File: src/rtl/mem_port_arbiter.sv
// mem_port_arbiter: shares one single-port RAM between the fetch and load/store ports
module mem_port_arbiter #(
   parameter int ADDR_W      = 32,
   parameter int DATA_W      = 32,
   parameter int ACK_TIMEOUT = 16
) (
   input  logic              clk,
   input  logic              cpu_rst_n,
   input  logic              i_ren,
   input  logic [ADDR_W-1:0] i_addr,
   output logic [DATA_W-1:0] i_rdata,
   input  logic              d_ren,
   input  logic              d_wen,
   input  logic [ADDR_W-1:0] d_addr,
   input  logic [DATA_W-1:0] d_wdata,
   output logic [DATA_W-1:0] d_rdata,
   output logic              cpu_stall,
   output logic              ram_req,
   output logic              ram_we,
   output logic [ADDR_W-1:0] ram_addr,
   output logic [DATA_W-1:0] ram_wdata,
   input  logic [DATA_W-1:0] ram_rdata,
   input  logic              ram_ack,
   output logic              err
);
   localparam int CW = $clog2(ACK_TIMEOUT + 1);
   typedef enum logic [1:0] {IDLE, GNT_D, GNT_I} state_t;
   state_t            state, state_n;
   logic              i_done, d_done, i_pend, d_pend, tmo, fin, go_d, go_i, req_n, we_n;
   logic [ADDR_W-1:0] addr_n;
   logic [DATA_W-1:0] wdata_n, cap;
   logic [CW-1:0]     cnt;
   assign d_pend    = (d_ren | d_wen) & ~d_done;
   assign i_pend    = i_ren & ~i_done;
   assign cpu_stall = d_pend | i_pend;
   assign tmo  = (state != IDLE) & ~ram_ack & (cnt == CW'(ACK_TIMEOUT - 1));
   assign fin  = (state != IDLE) & (ram_ack | tmo);
   assign cap  = tmo ? '0 : ram_rdata;
   // data wins from IDLE since it belongs to the older instruction; chained grants avoid a bubble
   assign go_d = d_pend & ((state == IDLE) | ((state == GNT_I) & fin));
   assign go_i = i_pend & (((state == IDLE) & ~d_pend) | ((state == GNT_D) & fin));
   // next state and the RAM request loaded with each grant
   always_comb begin
      state_n = state;
      req_n   = ram_req;
      we_n    = ram_we;
      addr_n  = ram_addr;
      wdata_n = ram_wdata;
      if (go_d) begin
         state_n = GNT_D;
         req_n   = 1'b1;
         we_n    = d_wen;
         addr_n  = d_addr;
         wdata_n = d_wdata;
      end else if (go_i) begin
         state_n = GNT_I;
         req_n   = 1'b1;
         we_n    = 1'b0;
         addr_n  = i_addr;
      end else if (fin) begin
         state_n = IDLE;
         req_n   = 1'b0;
         we_n    = 1'b0;
      end
   end
   // arbiter state, registered RAM request, ack timeout counter and sticky error
   always_ff @(posedge clk or negedge cpu_rst_n) begin
      if (!cpu_rst_n) begin
         state     <= IDLE;
         ram_req   <= 1'b0;
         ram_we    <= 1'b0;
         ram_addr  <= '0;
         ram_wdata <= '0;
         cnt       <= '0;
         err       <= 1'b0;
      end else begin
         state     <= state_n;
         ram_req   <= req_n;
         ram_we    <= we_n;
         ram_addr  <= addr_n;
         ram_wdata <= wdata_n;
         cnt       <= (go_d | go_i) ? '0 : (state != IDLE && !ram_ack) ? cnt + CW'(1) : cnt;
         err       <= err | tmo;
      end
   end
   // done flags clear when the CPU advances; read data captured on completion
   always_ff @(posedge clk or negedge cpu_rst_n) begin
      if (!cpu_rst_n) begin
         i_done  <= 1'b0;
         d_done  <= 1'b0;
         i_rdata <= '0;
         d_rdata <= '0;
      end else begin
         i_done  <= cpu_stall & (i_done | (fin & (state == GNT_I)));
         d_done  <= cpu_stall & (d_done | (fin & (state == GNT_D)));
         if (fin && state == GNT_I) i_rdata <= cap;
         if (fin && state == GNT_D && d_ren && !d_wen) d_rdata <= cap;
      end
   end
endmodule
File: config.mk
export PLATFORM = sky130hd
export DESIGN_NAME = mem_port_arbiter
export DESIGN_NICKNAME = d
export VERILOG_FILES = /design/src/rtl/mem_port_arbiter.sv
export SDC_FILE = /design/constraint.sdc
export NUM_CORES = 1
export LEC_CHECK = 0
export ABC_CLOCK_PERIOD_IN_PS = 3780
export BUFFER_PORTS_ARGS = -buffer_cell sky130_fd_sc_hd__clkbuf_2
export CAP_MARGIN = 40
export CORE_MARGIN = 2
export CORE_UTILIZATION = 35
export DETAILED_ROUTE_END_ITERATION = 7
export PLACE_DENSITY = 0.63
export SLEW_MARGIN = 10
export SYNTH_ARGS = -nofsm -noshare
export SYNTH_HDL_FRONTEND = slang
export SYNTH_SLANG_ARGS = --single-unit
File: constraint.sdc
create_clock -name clk -period 3.78 [get_ports clk]
set_clock_uncertainty 0.15 [all_clocks]
set_input_delay 0 -clock clk [delete_from_list [all_inputs] [get_ports clk]]
set_output_delay 0 -clock clk [all_outputs]
set_load 0.03 [all_outputs]
==> results of run 1 <==
[logic make-up after synthesis]
group	synth area share, %
XOR/XNOR	0.440
buffers and inverters	5.81
multiplexers	18.3
AND/OR/NAND/NOR	8.95
flip-flops	58.7
adder cells (fa/ha/maj)	0.419
AO/OA/AOI/OAI	7.38
[sequential cells by signal, indices dropped and copies added, names as in the netlist]
signal / count
cnt: 5
d_done: 1
d_rdata: 32
err: 1
i_done: 1
i_rdata: 32
ram_addr: 32
ram_req: 1
ram_wdata: 32
ram_we: 1
state: 2
[worst max-delay path, delay by kind of cell (launching register included)]
kind                       cells  cell delay, ns
adders and majority gates      2            0.40
and+or+nand+nor                2            0.25
AOI/OAI and AO/OA              1            0.25
DFF                            1            0.38
buffers and inverters          2            1.13
muxes                          2            0.68
[metrics by stage]
stage	hold slack, ns	setup slack [ns]	std cells
6_report	0.0513	0.377	1131
5_1_grt	0.104	0.162	1131
4_1_cts	0.0784	0.414	1131
3_5_place_dp	-0.0299	0.961	965
3_3_place_gp	-0.0264	1.02	965
2_1_floorplan	-0.446	1.41	507
[how the worst max path moves through the flow]
stage	startpoint	endpoint	slack, ns	cells past startpoint
2_1_floorplan	cnt[0]$_DFFE_PN0P_	ram_addr[28]$_DFFE_PN0P_	1.41	9
6_report	cnt[0]$_DFFE_PN0P_	ram_addr[19]$_DFFE_PN0P_	0.38	9
4_1_cts	cnt[0]$_DFFE_PN0P_	ram_addr[2]$_DFFE_PN0P_	0.41	9
5_1_grt	cnt[0]$_DFFE_PN0P_	ram_addr[1]$_DFFE_PN0P_	0.16	9
3_5_place_dp	cnt[0]$_DFFE_PN0P_	ram_addr[2]$_DFFE_PN0P_	0.96	8
3_3_place_gp	cnt[0]$_DFFE_PN0P_	ram_addr[1]$_DFFE_PN0P_	1.02	8
[placed cells by master (no fill, tap or decap), types with 2 or more instances in the layout]
cell,count
inv_6,5
clkinv_4,2
nor3_1,2
ha_1,2
nand3_1,32
clkinv_2,2
nand2b_1,3
clkbuf_16,17
xnor2_1,2
inv_1,33
mux2_4,3
clkbuf_2,264
mux2_2,93
and2_1,3
nand2_1,72
o21a_1,2
o21ai_0,44
dlygate4sd3_1,134
bufinv_16,4
dfrtp_1,140
o21ai_1,22
a211oi_4,2
buf_4,8
[repair_timing]
action,4_1_cts,5_1_grt
hold endpoints to repair,217,0
hold buffers,134,0
endpoints found under the setup margin,0,0
[metal layers]
metal | vias up | wire (um) | share of wire, % | global-route usage (%)
met5 | - | 0 | 0 | 0
li1 | 2495 | - | - | -
met4 | 0 | 381 | 2.3 | 7.49
met2 | 195 | 8340 | 50 | 32.3
met3 | 28 | 1090 | 6.6 | 5.59
met1 | 2416 | 6730 | 41 | 21.9
[power groups by stage]
stage | Clock (mW) | Combinational [mW] | Sequential (mW)
2_1_floorplan | 0 | 1.41 | 4.00
3_3_place_gp | 0 | 3.79 | 2.65
3_5_place_dp | 0 | 3.85 | 2.66
4_1_cts | 1.86 | 4.08 | 2.65
5_1_grt | 1.91 | 4.37 | 2.75
6_report | 1.80 | 4.08 | 2.66
[area by class of cell]
type	instances	area [um^2]	share of cell area, %
sequential	140	3500	37.2
clock inverter	15	210	2.23
clock buffer	17	425	4.52
timing repair buffer	407	2730	29.0
inverter	33	124	1.32
multi-input combinational	299	2140	22.7
tap	220	275	2.92
==> impl_metrics.tcl, run 1 <==
set metrics [dict create \
    status "complete, no violations" \
    design_power_total_mw 8.55 \
    synth_edf_count 0 \
    ant_nets 0 \
    path_max_fanout 49 \
    vias 5134 \
    grtUsageTotal_pct 18.8 \
    finalCriticalPeriod_ns 3.40 \
    cts_buffer_depth 2 \
    cts_made_buffers 17 \
    cp_slowest_stage_delay_ns 0.57 \
    dieArea_um2 18100 \
    period_share_pct 90.0 \
    grt_pass1_wl_um 26700 \
    synth.avg_cell_area_um2 11.8 \
    maxSlewViolCount 0 \
    nFillCells 1381 \
    ys_warn_count 0 \
    ys_top_cells_by_count "dfrtp_1, mux2_2, nand2_1" \
    drive_gt1_share_pct 44.9 \
    setup_violations 0 \
    dieHeight_um 135 \
    worstPathRequired_ns 3.93 \
    worstReg2RegStart "cnt[0]$_DFFE_PN0P_" \
    grt_pass1_vias 5431 \
    start_util_pct 35.9 \
    cts_sinks 140 \
    pwr-share-comb_pct 47.8 \
    dr.pass1.iters 4 \
    rrSetupSlack_ns 0.38 \
    cts_root_buf "clkbuf_16" \
    seq_area_frac_synth_pct 58.7 \
    worstPathCellList "ha_1, and3_1, ha_1, nor2_4, a211oi_4, buf_4, mux2_2, dlygate4sd3_1, mux2_2" \
    final_area_um2 9410 \
    cts-resized-gates 0 \
    clk_latency_ns 0.41 \
    yosysMostFrequentCell "dfrtp_1" \
    die_w_um 135 \
    reg2reg_depth 9 \
    arrival_ns 3.55 \
    h-tree-depth 4 \
    netlist_area_um2 5970 \
    peakVddDrop_uv 473 \
    clock_power_share_pct 21.1 \
    synth_async_sr_flop_share_pct 100 \
    r2r-end "ram_addr[19]$_DFFE_PN0P_" \
    leakage_nw 4.70 \
    holdCritPathClass "in2async" \
    drtIter0Drc 206 \
    synth_ff_type "dfrtp_1" \
    switchingPower_mw 3.64 \
    fmax_mhz 294 \
    worstSetupPathType "reg2reg" \
    io_buffers 265 \
    p_int_mw 4.91 \
    yosys.area.top_type "dfrtp_1" \
    power_frac_seq_pct 31.1 \
    placed_cell_area_um2 7440 \
    wire_per_inst_um 14.6 \
    ys_top_cells_by_area "dfrtp_1, mux2_2, nand2_1" \
    postCtsSetupRepairBufs 0 \
    syn_nets 643 \
    crit_path_end_kind "flop" \
    drt_wl_total_um 16500 \
    finalHoldViolCount 0 \
    synth-seq-cells 140 \
    rows 47 \
    cts_tree "yes" \
    synth_cell_types 36 \
    slew-limit-headroom_pct 49.5 \
    final_util_pct 56.6 \
    hpwl_um 10100 \
    diodes 0 \
    fin_tns_setup_ns 0 \
    switching_share_pct 42.6 \
    max_cap_viol_count 0 \
    rsz0062_at_grt "false" \
    grt_max_degree 85 \
    gp_congestion 0.753 \
    core-area_um2 16600 \
    num-nets-final 1034 \
    synthToLayoutAreaGrowth_pct 57.7 \
    crit_path_top_delay_cell "dlygate4sd3_1" \
    worst_pin_slew_ns 0.758 \
    clkTransAtPathRegs_ns 0.06 \
    drc 0 \
    cp-start-kind "flop" \
    viasPerCell 4.54 \
    antenna_found_initial 0 \
    syn_inst 507 \
    yosysTopAreaCellShare_pct 58.7 \
    p_per_area_nw_per_um2 908 \
    ioPinCount 266 \
    grt_overflow_total 0 \
]
(Power assumes the default switching activity.)
==> run 2, diff against run 1 <==
==> constraint.sdc (replaced) <==
create_clock -name clk -period 3.78 [get_ports clk]
set_clock_uncertainty 0.15 [all_clocks]
set_input_delay 0.945 -clock clk [delete_from_list [all_inputs] [get_ports clk]]
set_output_delay 0.945 -clock clk [all_outputs]
set_load 0.03 [all_outputs]
==> impl_metrics.tcl, run 2 (same netlist as run 1, synthesis figures left out) <==
set metrics [dict create \
    die_w_um 135 \
    slew-limit-headroom_pct 52.4 \
    drt_wl_total_um 14200 \
    holdCritPathClass "reg2reg" \
    rows 47 \
    cts_tree "yes" \
    dieHeight_um 135 \
    cts_buffer_depth 2 \
    maxSlewViolCount 0 \
    grt_max_degree 77 \
    cts-resized-gates 0 \
    crit_path_end_kind "flop" \
    fmax_mhz 348 \
    dieArea_um2 18100 \
    worst_pin_slew_ns 0.714 \
    start_util_pct 35.9 \
    finalCriticalPeriod_ns 2.87 \
    nFillCells 1551 \
    p_per_area_nw_per_um2 1020 \
    cts_made_buffers 17 \
    diodes 0 \
    ctsHoldBuffers 0 \
    dr.pass1.iters 4 \
    path_max_fanout 34 \
    clk_latency_ns 0.40 \
    h-tree-depth 4 \
    cts_root_buf "clkbuf_16" \
    worstSetupPathType "reg2reg" \
    ioPinCount 266 \
    cts_sinks 140 \
    fin_tns_setup_ns 0 \
    grt_overflow_total 0 \
    grt_pass1_wl_um 22900 \
    path_buf_inv 1 \
    worstPathCellList "ha_1, and3_1, ha_1, nor2_4, nor3_1, a211oi_4, buf_4, mux2_2" \
    place_ws_ns 0.779 \
    setup_ws_ns 0.907 \
    worstPathRequired_ns 3.92 \
    grt_pass1_vias 4507 \
    gp_congestion 0.771 \
    leakage_nw 4.14 \
    grtUsageTotal_pct 16.2 \
    period_share_pct 76.0 \
    cp-start-kind "flop" \
    drc 0 \
    mostFrequentLayoutCells "clkbuf_2, dfrtp_1, mux2_2, nand2_1, o21ai_0" \
    cp_slowest_stage_delay_ns 0.44 \
    arrival_ns 3.01 \
    finalHoldViolCount 0 \
    crit_top_cell "ha_1" \
    setup_violations 0 \
    rrSetupSlack_ns 0.91 \
    drive_gt1_share_pct 52.5 \
    postCtsSetupRepairBufs 0 \
    num-nets-final 899 \
    cp_top_family "simple AND/OR/NAND/NOR gates" \
    rsz0062_at_grt "false" \
    status "complete, no violations" \
    layout_commonest_cell "clkbuf_2" \
    vias 4534 \
    synthToLayoutAreaGrowth_pct 35.7 \
    core-area_um2 16600 \
    max_cap_viol_count 0 \
    clkTransAtPathRegs_ns 0.06 \
    peakVddDrop_uv 436 \
    viasPerCell 4.56 \
    crit_path_top_delay_cell "buf_4" \
    io_buffers 265 \
    drtIter0Drc 132 \
    antenna_found_initial 0 \
    wire_per_inst_um 14.2 \
    hpwl_um 10200 \
    ant_nets 0 \
]
run 2: changes by cell type in the layout (fill, tap and decap cells not counted):
cell | before | now
buf_12 | 0 | 2
dlygate4sd3_1 | 134 | 0
inv_6 | 5 | 0
clkinvlp_4 | 1 | 2
buf_4 | 8 | 5
clkbuf_8 | 0 | 4
inv_8 | 1 | 0
run 2: stage by stage:
step                      power [mW]  instance area (um^2)  cells  utilization [%]  hold slack [ns]
after floorplan                 5.41                  5970    507                -            0.305
after global placement          6.47                  7450    964             44.8            0.300
after detailed placement        6.53                  7450    964             44.8            0.309
after CTS                       8.36                  8100    995             48.7            0.323
after global routing            8.74                  8100    995             48.7            0.341
final                           8.23                  8100    995             48.7            0.317
run 2: area by class of cell:
class                   count  area (um^2)  area share (%)
flip-flops and latches    140         3500            43.3
inverters                  33          124            1.53
repair buffers            272         1410            17.4
clock inverters            10          163            2.01
multi-input cells         299         2140            26.4
well taps                 220          275            3.40
clock buffers              21          480            5.93
run 2: path summary, 6_finish.rpt:
| kind | start | to | cells past startpoint |
|---|---|---|---|
| min | err$_DFF_PN0_ | err$_DFF_PN0_ | 1 |
| max | cnt[0]$_DFFE_PN0P_ | ram_addr[14]$_DFFE_PN0P_ | 8 |
| max in group asynchronous | cpu_rst_n | i_rdata[25]$_DFFE_PN0P_ | 2 |
| min reg2reg | err$_DFF_PN0_ | err$_DFF_PN0_ | 1 |
| max reg2reg | cnt[0]$_DFFE_PN0P_ | ram_addr[14]$_DFFE_PN0P_ | 8 |
| min in group asynchronous | cpu_rst_n | ram_addr[3]$_DFFE_PN0P_ | 1 |
run 2: power by group:
group / total [mW] / internal, mW / switching (mW)
combinational: 3.80 / 1.35 / 2.45
clock: 1.79 / 1.17 / 0.614
sequential: 2.64 / 2.24 / 0.400
run 2: metal layers:
| metal | track usage [%] | share of wire, % |
|---|---|---|
| met1 | 19.5 | 42 |
| met2 | 26.7 | 49 |
| met3 | 6.42 | 7.6 |
| met4 | 5.44 | 1.3 |
| met5 | 0 | 0 |
==> run 3, diff against run 2 <==
Settings changed: ABC_CLOCK_PERIOD_IN_PS 3780 to 2600, PLACE_DENSITY 0.63 to 0.66.
Clock period 3.78 ns to 2.6 ns, I/O delays scaled along.
==> impl_metrics.tcl, run 3 (same netlist as run 1, synthesis figures left out) <==
set metrics [dict create \
    num-nets-final 909 \
    setup_ws_ns 0.105 \
    ioPinCount 266 \
    worst_pin_slew_ns 0.453 \
    ctsHoldBuffers 0 \
    arrival_ns 2.66 \
    cp-start-kind "flop" \
    grt_pass1_wl_um 23900 \
    status "complete, no violations" \
    path_max_fanout 20 \
    timing.hold.ws_ns 0.00601 \
    core-area_um2 16600 \
    viasPerCell 4.54 \
    hpwl_um 10500 \
    clk_latency_ns 0.42 \
    grt_pass1_vias 4717 \
    peakVddDrop_uv 808 \
    worstPathRequired_ns 2.76 \
    finalHoldViolCount 0 \
    antenna_found_initial 0 \
    io_buffers 265 \
    grt_max_degree 66 \
    layout_commonest_cell "clkbuf_2" \
    wire_per_inst_um 14.5 \
    cts_sinks 140 \
    fin_tns_setup_ns 0 \
    drive_gt1_share_pct 53.4 \
    drc 0 \
    crit_path_end_kind "flop" \
    cts_made_buffers 17 \
    rsz0062_at_grt "false" \
    diodes 0 \
    mostFrequentLayoutCells "clkbuf_2, dfrtp_1, mux2_2, nand2_1, o21ai_0" \
    max_cap_viol_count 0 \
    maxSlewViolCount 0 \
    layout.cells.non_filler 1006 \
    finalCriticalPeriod_ns 2.50 \
    cts_root_buf "clkbuf_16" \
    vias 4570 \
    clkTransAtPathRegs_ns 0.07 \
    start_util_pct 35.9 \
    drtIter0Drc 150 \
    place_ws_ns 0.0703 \
    worstSetupPathType "reg2reg" \
    dieHeight_um 135 \
    setup_violations 0 \
    grtUsageTotal_pct 16.8 \
    synthToLayoutAreaGrowth_pct 38.0 \
    slew-limit-headroom_pct 69.8 \
    dieArea_um2 18100 \
    ant_nets 0 \
    die_w_um 135 \
    drt_wl_total_um 14600 \
    holdCritPathClass "in2async" \
    cts_tree "yes" \
    grt_overflow_total 0 \
    gp_congestion 0.750 \
    rows 47 \
    dr.pass1.iters 4 \
    p_per_area_nw_per_um2 1470 \
    fmax_mhz 401 \
    dp_cells 970 \
    design_power_total_mw 12.1 \
    cts_buffer_depth 2 \
    reg2reg_depth 8 \
    period_share_pct 96.0 \
    h-tree-depth 4 \
    leakage_nw 4.21 \
]
[run 3: changes by cell type in the layout (fill, tap and decap cells not counted), moves of 2 or more]
| cell | before | now |
|---|---|---|
| buf_12 | 2 | 9 |
| bufinv_16 | 4 | 1 |
| clkbuf_8 | 4 | 0 |
| clkinv_2 | 2 | 0 |
| clkinvlp_4 | 2 | 0 |
| inv_6 | 0 | 5 |
| inv_8 | 0 | 5 |
[run 3: cell type report]
type | instances | area [um^2]
Fill cell | 1521 | 8400
Clock inverter | 15 | 173
Timing Repair Buffer | 281 | 1580
Tap cell | 220 | 275
Multi-Input combinational cell | 300 | 2150
Clock buffer | 17 | 425
Sequential cell | 140 | 3500
Inverter | 33 | 124
[run 3: power by group]
part,switching [mW],internal (mW)
Combinational,3.61,2.18
Sequential,0.584,3.25
Clock,1.08,1.38
Total,5.28,6.81
[run 3: worst paths after layout]
check / start / to / slack [ns]
setup / recovery: cnt[0]$_DFFE_PN0P_ / ram_addr[0]$_DFFE_PN0P_ / 0.10
max in group asynchronous: cpu_rst_n / ram_wdata[14]$_DFFE_PN0N_ / 1.69
setup reg to reg: cnt[0]$_DFFE_PN0P_ / ram_addr[0]$_DFFE_PN0P_ / 0.10
hold reg to reg: err$_DFF_PN0_ / err$_DFF_PN0_ / 0.32
hold / removal: cpu_rst_n / ram_addr[31]$_DFFE_PN0P_ / 0.006
min in group clk: d_wdata[2] / ram_wdata[2]$_DFFE_PN0N_ / 0.31
[run 3: timing repair]
| item | CTS | global route |
|---|---|---|
| setup buffers | 0 | 2 |
| setup endpoints to repair | 0 | 43 |
| resized for setup | 0 | 2 |
[run 3: per-layer routing]
layer / up-vias / part of all wire, % / GRT usage [%]
met4: 0 / 1.8 / 6.55
met1: 2124 / 43 / 20.8
li1: 2260 / - / -
met2: 167 / 48 / 27.4
met3: 19 / 7.3 / 5.56
met5: - / 0 / 0
[run 3: per-stage QoR]
stage / utilization (%) / instance area (um^2)
2_1_floorplan: - / 5970
3_3_place_gp: 45.6 / 7590
3_5_place_dp: 45.6 / 7590
4_1_cts: 49.2 / 8180
5_1_grt: 49.5 / 8240
6_report: 49.5 / 8240
[run 3: critical path, cell delays in order, from the launching register on]
cell,delay (ns)
dfrtp_1,0.38
ha_1,0.18
and3_1,0.16
ha_2,0.24
nor2_4,0.09
a211oi_4,0.35
buf_12,0.22
mux2_2,0.35
mux2_2,0.26
